## src/rtl/instruction_fetch_unit.sv

```systemverilog
// instruction_fetch_unit
//
// Fetch stage directly downstream of the program counter. It issues one word
// request per instruction to instruction memory over a valid/ready handshake
// and waits for a variable-latency response. It holds the returned word and
// its PC for decode. Only one request is outstanding at a time. A redirect
// (flush) discards both the held instruction and any in-flight response.
//
// Optional feature macro: FETCH_MISALIGN_TRAP_EN
//   When defined, a misaligned PC issues no memory request. Instead, NOP_INSTR
//   is presented with fetch_fault set. When undefined, fetch_fault is always 0
//   and the low address bits are simply cleared.
//
// Ports
//   clk, reset        clock (rising edge), asynchronous active-high reset
//   pc_current        PC to fetch, from the program counter
//   fetch_stall       hold request to the PC (low on decode accept or flush)
//   flush             redirect: drop current and in-flight fetch
//   imem_req_*        request channel to instruction memory (valid/ready/addr)
//   imem_rsp_*        response channel from instruction memory (valid/data)
//   instr_valid/ready handshake with decode
//   instr_out         fetched instruction word
//   instr_pc          PC of instr_out
//   fetch_fault       misaligned-fetch flag, valid while instr_valid is high
module instruction_fetch_unit #(
  parameter logic [31:0] NOP_INSTR = 32'h00000013
) (
  input  logic        clk,
  input  logic        reset,
  input  logic [31:0] pc_current,
  output logic        fetch_stall,
  input  logic        flush,
  output logic        imem_req_valid,
  input  logic        imem_req_ready,
  output logic [31:0] imem_req_addr,
  input  logic        imem_rsp_valid,
  input  logic [31:0] imem_rsp_data,
  output logic        instr_valid,
  input  logic        instr_ready,
  output logic [31:0] instr_out,
  output logic [31:0] instr_pc,
  output logic        fetch_fault
);

  typedef enum logic [1:0] {StIdle, StReq, StWait, StHold} state_e;

  state_e      state_q, state_d;
  logic        drop_q, drop_d;
  logic [31:0] req_pc_q, req_pc_d;
  logic [31:0] instr_out_q, instr_out_d;
  logic [31:0] instr_pc_q, instr_pc_d;
  logic        fault_q, fault_d;
  logic        misaligned;

`ifdef FETCH_MISALIGN_TRAP_EN
  assign misaligned = |pc_current[1:0];
`else
  assign misaligned = 1'b0;
`endif

  always_ff @(posedge clk or posedge reset) begin
    if (reset) begin
      state_q     <= StIdle;
      drop_q      <= 1'b0;
      req_pc_q    <= '0;
      instr_out_q <= '0;
      instr_pc_q  <= '0;
      fault_q     <= 1'b0;
    end else begin
      state_q     <= state_d;
      drop_q      <= drop_d;
      req_pc_q    <= req_pc_d;
      instr_out_q <= instr_out_d;
      instr_pc_q  <= instr_pc_d;
      fault_q     <= fault_d;
    end
  end

  always_comb begin
    state_d        = state_q;
    drop_d         = drop_q;
    req_pc_d       = req_pc_q;
    instr_out_d    = instr_out_q;
    instr_pc_d     = instr_pc_q;
    fault_d        = fault_q;
    imem_req_valid = 1'b0;

    case (state_q)
      StIdle: state_d = StReq;

      StReq: begin
        if (misaligned) begin
          // Trap instead of fetching; a flush retargets the PC, so retry.
          if (!flush) begin
            state_d     = StHold;
            instr_out_d = NOP_INSTR;
            instr_pc_d  = pc_current;
            fault_d     = 1'b1;
          end
        end else begin
          imem_req_valid = 1'b1;
          if (imem_req_ready) begin
            req_pc_d = pc_current;
            state_d  = StWait;
            // A request accepted under flush is already stale.
            drop_d   = flush;
          end
        end
      end

      StWait: begin
        if (imem_rsp_valid) begin
          drop_d = 1'b0;
          if (drop_q || flush) begin
            state_d = StReq;
          end else begin
            instr_out_d = imem_rsp_data;
            instr_pc_d  = req_pc_q;
            state_d     = StHold;
          end
        end else if (flush) begin
          drop_d = 1'b1;
        end
      end

      StHold: begin
        if (flush || instr_ready) begin
          state_d = StReq;
          fault_d = 1'b0;
        end
      end

      default: state_d = StIdle;
    endcase
  end

  assign imem_req_addr = {pc_current[31:2], 2'b00};
  // Flush masks valid so decode never accepts an instruction being discarded.
  assign instr_valid   = (state_q == StHold) && !flush;
  assign fetch_stall   = !(((state_q == StHold) && instr_ready) || flush);
  assign instr_out     = instr_out_q;
  assign instr_pc      = instr_pc_q;
  assign fetch_fault   = fault_q;

endmodule

```

## config.mk

```make
export PLATFORM = sky130hd
export DESIGN_NAME = instruction_fetch_unit
export DESIGN_NICKNAME = d
export VERILOG_FILES = /design/src/rtl/instruction_fetch_unit.sv
export SDC_FILE = /design/constraint.sdc
export NUM_CORES = 1
export LEC_CHECK = 0
export CORE_ASPECT_RATIO = 0.6
export CORE_UTILIZATION = 27
export CTS_BUF_LIST = sky130_fd_sc_hd__clkbuf_16
export CTS_CLUSTER_DIAMETER = 120
export DETAILED_ROUTE_END_ITERATION = 6
export RECOVER_POWER = 50
export SYNTH_ARGS = -nofsm -noshare
export SYNTH_HDL_FRONTEND = slang
export SYNTH_SLANG_ARGS = --single-unit
```

## constraint.sdc

```tcl
create_clock -name clk -period 4.3 [get_ports clk]
set_clock_uncertainty 0.1 [all_clocks]
set_input_delay 0.645 -clock clk [delete_from_list [all_inputs] [get_ports clk]]
set_output_delay 0.645 -clock clk [all_outputs]
set_load 0.02 [all_outputs]
```

Yosys cells after proc, flatten, opt, wreduce, memory -nomap -nowiden
Cells that the tools add are included.
{ "word_totals": {"input_bits": 70, "word_cells": 36, "register_bits": 99, "output_inout_bits": 100} }
{ "classes": {"eq_ne": 7, "mux": 10, "n_reduce_logical": 13, "bitwise": 1} }
{ "op_table": {"columns": ["operator", "count"], "rows": [
  ["$reduce_and A3 Y1", 3],
  ["$mux W2", 4],
  ["$pmux W2 S4", 1],
  ["$ne A2 B2 Y1 const B", 3],
  ["$eq A2 B2 Y1 const B", 2],
  ["$mux W1", 4],
  ["$logic_or A1 B1 Y1", 3],
  ["$ne A3 B3 Y1 const B", 1],
  ["$eq A2 B1 Y1 const B", 1],
  ["$logic_and A1 B1 Y1", 2],
  ["$logic_not A1 Y1", 2],
  ["$logic_not A2 Y1", 1],
  ["$pmux W1 S2", 1],
  ["$reduce_and A2 Y1", 1],
  ["$reduce_bool A2 Y1", 1],
  ["$not A1 Y1", 1]
]} }

Depth between registers and ports, before layout
Gate-level depths: netlist (run 1).
{ "depth": {"word_depth": 4, "depth_mapped": 6, "ltp_nobuf": 5} }

Worst setup path before layout (run 1)
Ideal clock, no wire load.
{ "synth_timing": {"path_type": "register to register", "from": "register state_q[0]", "to": "register instr_pc_q[10], in the netlist instr_pc[10]", "path_stages_with_launch": 7, "path_slack_ps": 2445, "synth_period_minus_slack_ps": 1855, "setup_time_ps": 125, "t_arrival_ps": 1630, "path_buffers": 1, "path_cell_list": "dfrtp_1 inv_1 ha_1 nand2_1 nor3_4 buf_6 mux2_2"} }
{ "synth_via": {"elab_chain_cells": 2} }
{ "synth_lines": {"columns": ["element", "line_no", "rtl"], "rows": [
  ["from (decl)", "47", "state_e state_q, state_d;"],
  ["from (signal assigned)", "63", "state_q <= StIdle;"],
  ["from (signal assigned)", "70", "state_q <= state_d;"],
  ["$eq A2 B2 Y1", "88", "case (state_q)"],
  ["$reduce_and A3 Y1 (no source line)", null, null],
  ["to (signal assigned)", "74", "instr_pc_q <= instr_pc_d;"],
  ["to (decl)", "51", "logic [31:0] instr_pc_q, instr_pc_d;"]
]} }
No other way between the ends.
A chain may end at the register's enable or synchronous reset.

==> metrics.cfg, run 1 <==
[route]
met3WireLength_um = 813
via_per_inst = 4.169
routed_wl_per_cell_um = 14.13
dr_total_vias = 2547
met2WireLength_mm = 3.761
drt.antenna.violating_nets = 0
route.detailed.drc = 0
drt_iter0_drc = 53
met1_routed_wirelength_after_detailed_routing_mm = 3.978
finalWirelength_mm = 8.635
highest-signal-layer = met4
iteration_count_of_the_initial_detailed_routing_pass = 4

[cts]
cts-htree-levels = 3
post_cts.resized_instances = 0
cts-hold-fix-buffers = 0
cts_made_buffers = 9
ctsLongestPathBuffers = 2
clkLatencyLatePin_ns = 0.34
clk_pin_slew_ns = 0.07
clk_sink_count = 99
tritoncts = yes
post-cts-setup-buffer-count = 0
clockRootBuffer = sky130_fd_sc_hd__clkbuf_16

[yosys]
synth_async_sr_flop_share_pct = 100.0
ys_top_cells_by_area = sky130_fd_sc_hd__dfrtp_1 (60%), sky130_fd_sc_hd__mux2_2 (25%), sky130_fd_sc_hd__buf_4 (6.0%)
synth_enable_flop_cells = 0
synth_largest_type_area_fraction_pct = 60.29
synth-adder-area-share_pct = 1.523
area_fraction_in_compound_gates_after_synthesis_pct = 1.066
post_synth_num_cell_types = 22
synth_top_family_by_area = multiplexers
yosysWarnings = 0
sequential_fraction_of_the_synthesis_area_pct = 60.29
synth.largest_area_cell = sky130_fd_sc_hd__dfrtp_1
synth.cell_area_sq_um = 4109
synth_flop_cell = sky130_fd_sc_hd__dfrtp_1
synthesized_area_per_cell_sq_um = 15.39
synth-seq-cells = 99
synth_simple_gate_area_share_pct = 2.162
synthesis.instances = 267
synth_xor_area_share_pct = 0
synth.area.mux_share_pct = 26.55

[floorplan]
fp.dieArea_sq_um = 15730
placementRows = 34
fp.coreArea_sq_um = 14680
die_h_um = 97.56
die_x_um = 161.3
num_io_pins = 170
initial_utilization_pct = 28.00

[power]
comb_power_share_pct = 37.9
vdd.ir_drop.worst_mv = 0.2241
cellInternalPower_uw = 2534
leakagePower_uw = 0.002694
clock_power_share_pct = 21.4
power.share.switching_pct = 31.73
power.switching_uw = 1178
seq_power_share_pct = 40.7
power.density_nw_per_um2 = 616.3

[setup_path]
critical_path.top_delay_family = buffers and inverters
critical_path_class = in -> async
worst_path_largest_cell_delay_ns = 1.58
critical_path_required_ns = 4.69
critPathMaxFanout = 60
setup.worst_path.start_class = input pin
worstSetupEndpointType = asynchronous set/reset pin
arrival_ns = 3.25
worst-path-buf-inv = 3
critical-path-slowest-cell = sky130_fd_sc_hd__inv_1
critical_path_cell_list = clkdlybuf4s50_1 > inv_1 > buf_4

[final_layout]
num_antenna_cells = 0
layout.cells.most_common = sky130_fd_sc_hd__clkdlybuf4s50_1
area.growth.synth_to_final_pct = 46.56
most-common-layout-cells = sky130_fd_sc_hd__clkdlybuf4s50_1 (119), sky130_fd_sc_hd__dfrtp_1 (99), sky130_fd_sc_hd__mux2_2 (91), sky130_fd_sc_hd__dlygate4sd3_1 (47), sky130_fd_sc_hd__clkbuf_16 (9)
post_route_cells_drive_above_1_share_pct = 27.36
layout.core_utilization_pct = 41.03
final_nets = 483
layoutNonFillerInstCount = 611

[grt]
grt_max_degree = 61
via_count_of_the_first_global_routing_pass = 2750
gr-total-overflow = 0
grt_antenna_before_repair = 0
global_route_wire_length_before_repair_mm = 14.34
grtUsageTotal_pct = 11.70

[place]
place.detailed.instances = 595
post-place-ws_ns = 1.583
buffer_ports.inserted = 166
dp_hpwl_mm = 6.192
routabilityCongestion = 0.7757

[job]
max_cap_viol_count = 1

[timing]
final.min_clock_period_ns = 2.863
setup_tns_ns = 0
rsz_0062_raised_after_global_routing = false
hold_viol = 0
fmax_ghz = 0.3493
timing.max_slew.rel_slack_pct = -50.35
timing.final.setup_violations = 0
layout_worst_path_cycle_share_pct = 66.57
drv_slew = 61
postLayoutSetupSlackWorst_ns = 1.437
worst_pin_slew_ns = 2.255

[worst_hold_path]
worst_hold_path_type = reg -> reg

[run_status]
failed_checks = max-capacitance violations, max-slew violations
run_status = complete, but fails checks

-- worst paths after layout --
kind                             start             to  slack, ns  depth (start not counted)
setup / recovery                 reset  instr_out[10]       1.44                          3
hold / removal             instr_pc[8]    instr_pc[8]       0.39                          1
setup reg to reg            state_q[1]     state_q[1]       2.18                          5
hold reg to reg            instr_pc[8]    instr_pc[8]       0.39                          1
max in group clk                 flush    fetch_stall       1.50                          3
min in group asynchronous        reset   instr_out[2]       1.28                          2
-- power groups by stage --
stage / Clock [uW] / Sequential, uW / Combinational (uW)
after floorplan: 0 / 1790 / 552
after global routing: 870 / 1570 / 1510
after global placement: 0 / 1520 / 1470
after detailed placement: 0 / 1540 / 1490
after CTS: 838 / 1520 / 1500
final: 795 / 1510 / 1410
-- cells in the mapped netlist, drive strengths merged (2+ instances only) --
cell type and count:
mux2 96, dfrtp 99, nor2b 2, buf 42
a21oi 3, o21ai 2, inv 3, nand2b 2
ha 5, nand3 2, nand2 3
-- cell type report --
cell class / instances / area [sq um]
clock inverters: 7 / 68.82
fillers: 1375 / 8655
clock buffers: 9 / 225.2
multi-input cells: 125 / 1300
flip-flops and latches: 99 / 2477
repair buffers: 170 / 1692
well taps: 198 / 247.7
inverters: 3 / 11.26
-- cell families (layout without fill, tap and decap cells) --
group | count (synthesis) | in the layout
AOI/OAI and AO/OA | 7 | 7
buffers and inverters | 45 | 189
and+or+nand+nor | 13 | 13
other | 1 | 3
adders and majority gates | 5 | 5
DFF | 99 | 99
muxes | 97 | 97
-- metrics by stage --
stage | hold WS [ns] | total power, uW | area [sq um]
floorplan | 0.3585 | 2339 | 4116
detailed placement | 0.3764 | 3029 | 5731
CTS | 0.3979 | 3856 | 6025
global placement | 0.3683 | 2981 | 5731
global route | 0.4158 | 3945 | 6022
finish | 0.3855 | 3711 | 6022
-- per-layer routing --
| layer | vias to the layer above | track usage (%) |
|---|---|---|
| met5 | - | 0 |
| met4 | 0 | 3.048 |
| met3 | 10 | 5.164 |
| met2 | 115 | 17.74 |
| met1 | 1245 | 15.12 |
| li1 | 1177 | - |
-- state kept, by name (all words and copies together) (netlist names) --
| signal | count |
|---|---|
| drop_q | 1 |
| instr_pc | 32 |
| req_pc_q | 32 |
| instr_out | 32 |
| state_q | 2 |
Note: power is estimated with default switching activity, not from simulation.
==> inputs of run 2 (changes only) <==
==> constraint.sdc (replaced) <==
create_clock -name clk -period 2.8 [get_ports clk]
set_clock_uncertainty 0.1 [all_clocks]
set_input_delay 0.42 -clock clk [delete_from_list [all_inputs] [get_ports clk]]
set_output_delay 0.42 -clock clk [all_outputs]
set_load 0.02 [all_outputs]
==> metrics.cfg, run 2 (synthesis gave the netlist of run 1 again) <==
[grt]
gr-total-overflow = 0
grt_max_degree = 100
global_route_wire_length_before_repair_mm = 13.85
grtUsageTotal_pct = 11.34
via_count_of_the_first_global_routing_pass = 2671
grt_antenna_before_repair = 0

[final_layout]
post_route_cells_drive_above_1_share_pct = 27.60
layoutNonFillerInstCount = 611
layout.cells.most_common = sky130_fd_sc_hd__clkdlybuf4s50_1
layout.filler_cells = 1376
most-common-layout-cells = sky130_fd_sc_hd__clkdlybuf4s50_1 (130), sky130_fd_sc_hd__dfrtp_1 (99), sky130_fd_sc_hd__mux2_2 (91), sky130_fd_sc_hd__dlygate4sd3_1 (36), sky130_fd_sc_hd__clkbuf_16 (9)
num_antenna_cells = 0
final_nets = 483
area.growth.synth_to_final_pct = 47.35

[power]
leakagePower_uw = 0.002678
total_power_uw = 5812
seq_power_share_pct = 40.0
comb_power_share_pct = 37.7
power.switching_uw = 1861
clock_power_share_pct = 22.3
power.density_nw_per_um2 = 960.0
power.share.switching_pct = 32.02
vdd.ir_drop.worst_mv = 0.3983
cellInternalPower_uw = 3951

[timing]
worst_pin_slew_ns = 1.360
fmax_ghz = 0.4282
drv_slew = 0
setup_tns_ns = 0
timing.max_slew.rel_slack_pct = 9.339
final.min_clock_period_ns = 2.335
hold_viol = 0
layout_worst_path_cycle_share_pct = 83.41
timing.final.setup_violations = 0
rsz_0062_raised_after_global_routing = false

[run_status]
run_status = complete, no violations

[cts]
tritoncts = yes
cts_made_buffers = 9
ctsLongestPathBuffers = 2
cts-htree-levels = 3
clockRootBuffer = sky130_fd_sc_hd__clkbuf_16
clk_sink_count = 99
post_cts.resized_instances = 0
clkLatencyLatePin_ns = 0.34
post-cts-setup-buffer-count = 0
cts-hold-fix-buffers = 0
clk_pin_slew_ns = 0.08

[setup_path]
worstSetupEndpointType = output pin
critical_path_required_ns = 2.28
setup.worst_path.start_class = register
critical_path_class = reg -> out
arrival_ns = 1.82
critPathMaxFanout = 5

[route]
highest-signal-layer = met4
dr_total_vias = 2553
met3WireLength_um = 748
routed_wl_per_cell_um = 14.14
via_per_inst = 4.178
met1_routed_wirelength_after_detailed_routing_mm = 4.066
drt_iter0_drc = 51
iteration_count_of_the_initial_detailed_routing_pass = 5
route.detailed.drc = 0
finalWirelength_mm = 8.642
drt.antenna.violating_nets = 0
met2WireLength_mm = 3.767

[place]
dp_hpwl_mm = 6.022
place.detailed.instances = 595
routabilityCongestion = 0.7950
buffer_ports.inserted = 166

[floorplan]
fp.dieArea_sq_um = 15730
placementRows = 34
initial_utilization_pct = 28.00
die_x_um = 161.3
fp.coreArea_sq_um = 14680
die_h_um = 97.56
num_io_pins = 170

[job]
max_cap_viol_count = 0

[worst_hold_path]
worst_hold_path_type = reg -> reg

run 2: cell count changes in the layout (fill, tap and decap cells not counted), sizes merged:
| cell | change |
|---|---|
| clkinv | -3 |
| inv | +3 |
| clkdlybuf4s50 | +11 |
| clkbuf | +1 |
| dlygate4sd3 | -11 |
| buf | -1 |
run 2: layout make-up:
type / count / area (sq um) / area share (%)
clock buffers: 9 / 225.2 / 3.720
clock inverters: 7 / 87.58 / 1.447
multi-input cells: 125 / 1297 / 21.43
repair buffers: 170 / 1704 / 28.15
well taps: 198 / 247.7 / 4.092
inverters: 3 / 15.01 / 0.2480
flip-flops and latches: 99 / 2477 / 40.92
run 2: per-layer routing:
metal	vias up	track usage, %
met5	-	0
met4	0	2.612
met3	9	4.908
met2	111	16.74
met1	1254	15.20
li1	1179	-
run 2: power by group through the flow:
stage / Clock, uW / Sequential, uW / Combinational (uW)
after floorplan: 0 / 2740 / 848
after global placement: 0 / 2340 / 2260
after global routing: 1400 / 2410 / 2350
final: 1300 / 2320 / 2190
after CTS: 1360 / 2340 / 2310
after detailed placement: 0 / 2360 / 2310
run 2: per-stage QoR:
stage	hold slack [ns]	setup slack [ns]	util, %	instance area [sq um]
floorplan	0.3585	0.9448	-	4120
global placement	0.3681	0.5188	39.22	5757
detailed placement	0.3727	0.4688	39.22	5757
CTS	0.3914	0.4470	41.36	6070
global route	0.4092	0.3835	41.25	6055
finish	0.3876	0.4646	41.25	6055
run 2: worst max-delay path: stages (launching register included):
cell	delay (ns)
sky130_fd_sc_hd__dfrtp_1	0.44
sky130_fd_sc_hd__ha_1	0.26
sky130_fd_sc_hd__a21oi_1	0.15
sky130_fd_sc_hd__clkdlybuf4s50_1	0.62
run 2: final timing paths:
check	end	slack, ns	cells after the start	start
max reg2reg	instr_out[15]	0.70	6	state_q[0]
min	instr_pc[8]	0.39	1	req_pc_q[8]
min in group asynchronous	instr_out[7]	0.92	3	reset
max in group asynchronous	instr_pc[22]	0.79	3	reset
max	fetch_stall	0.46	3	state_q[0]
min reg2reg	instr_pc[8]	0.39	1	req_pc_q[8]
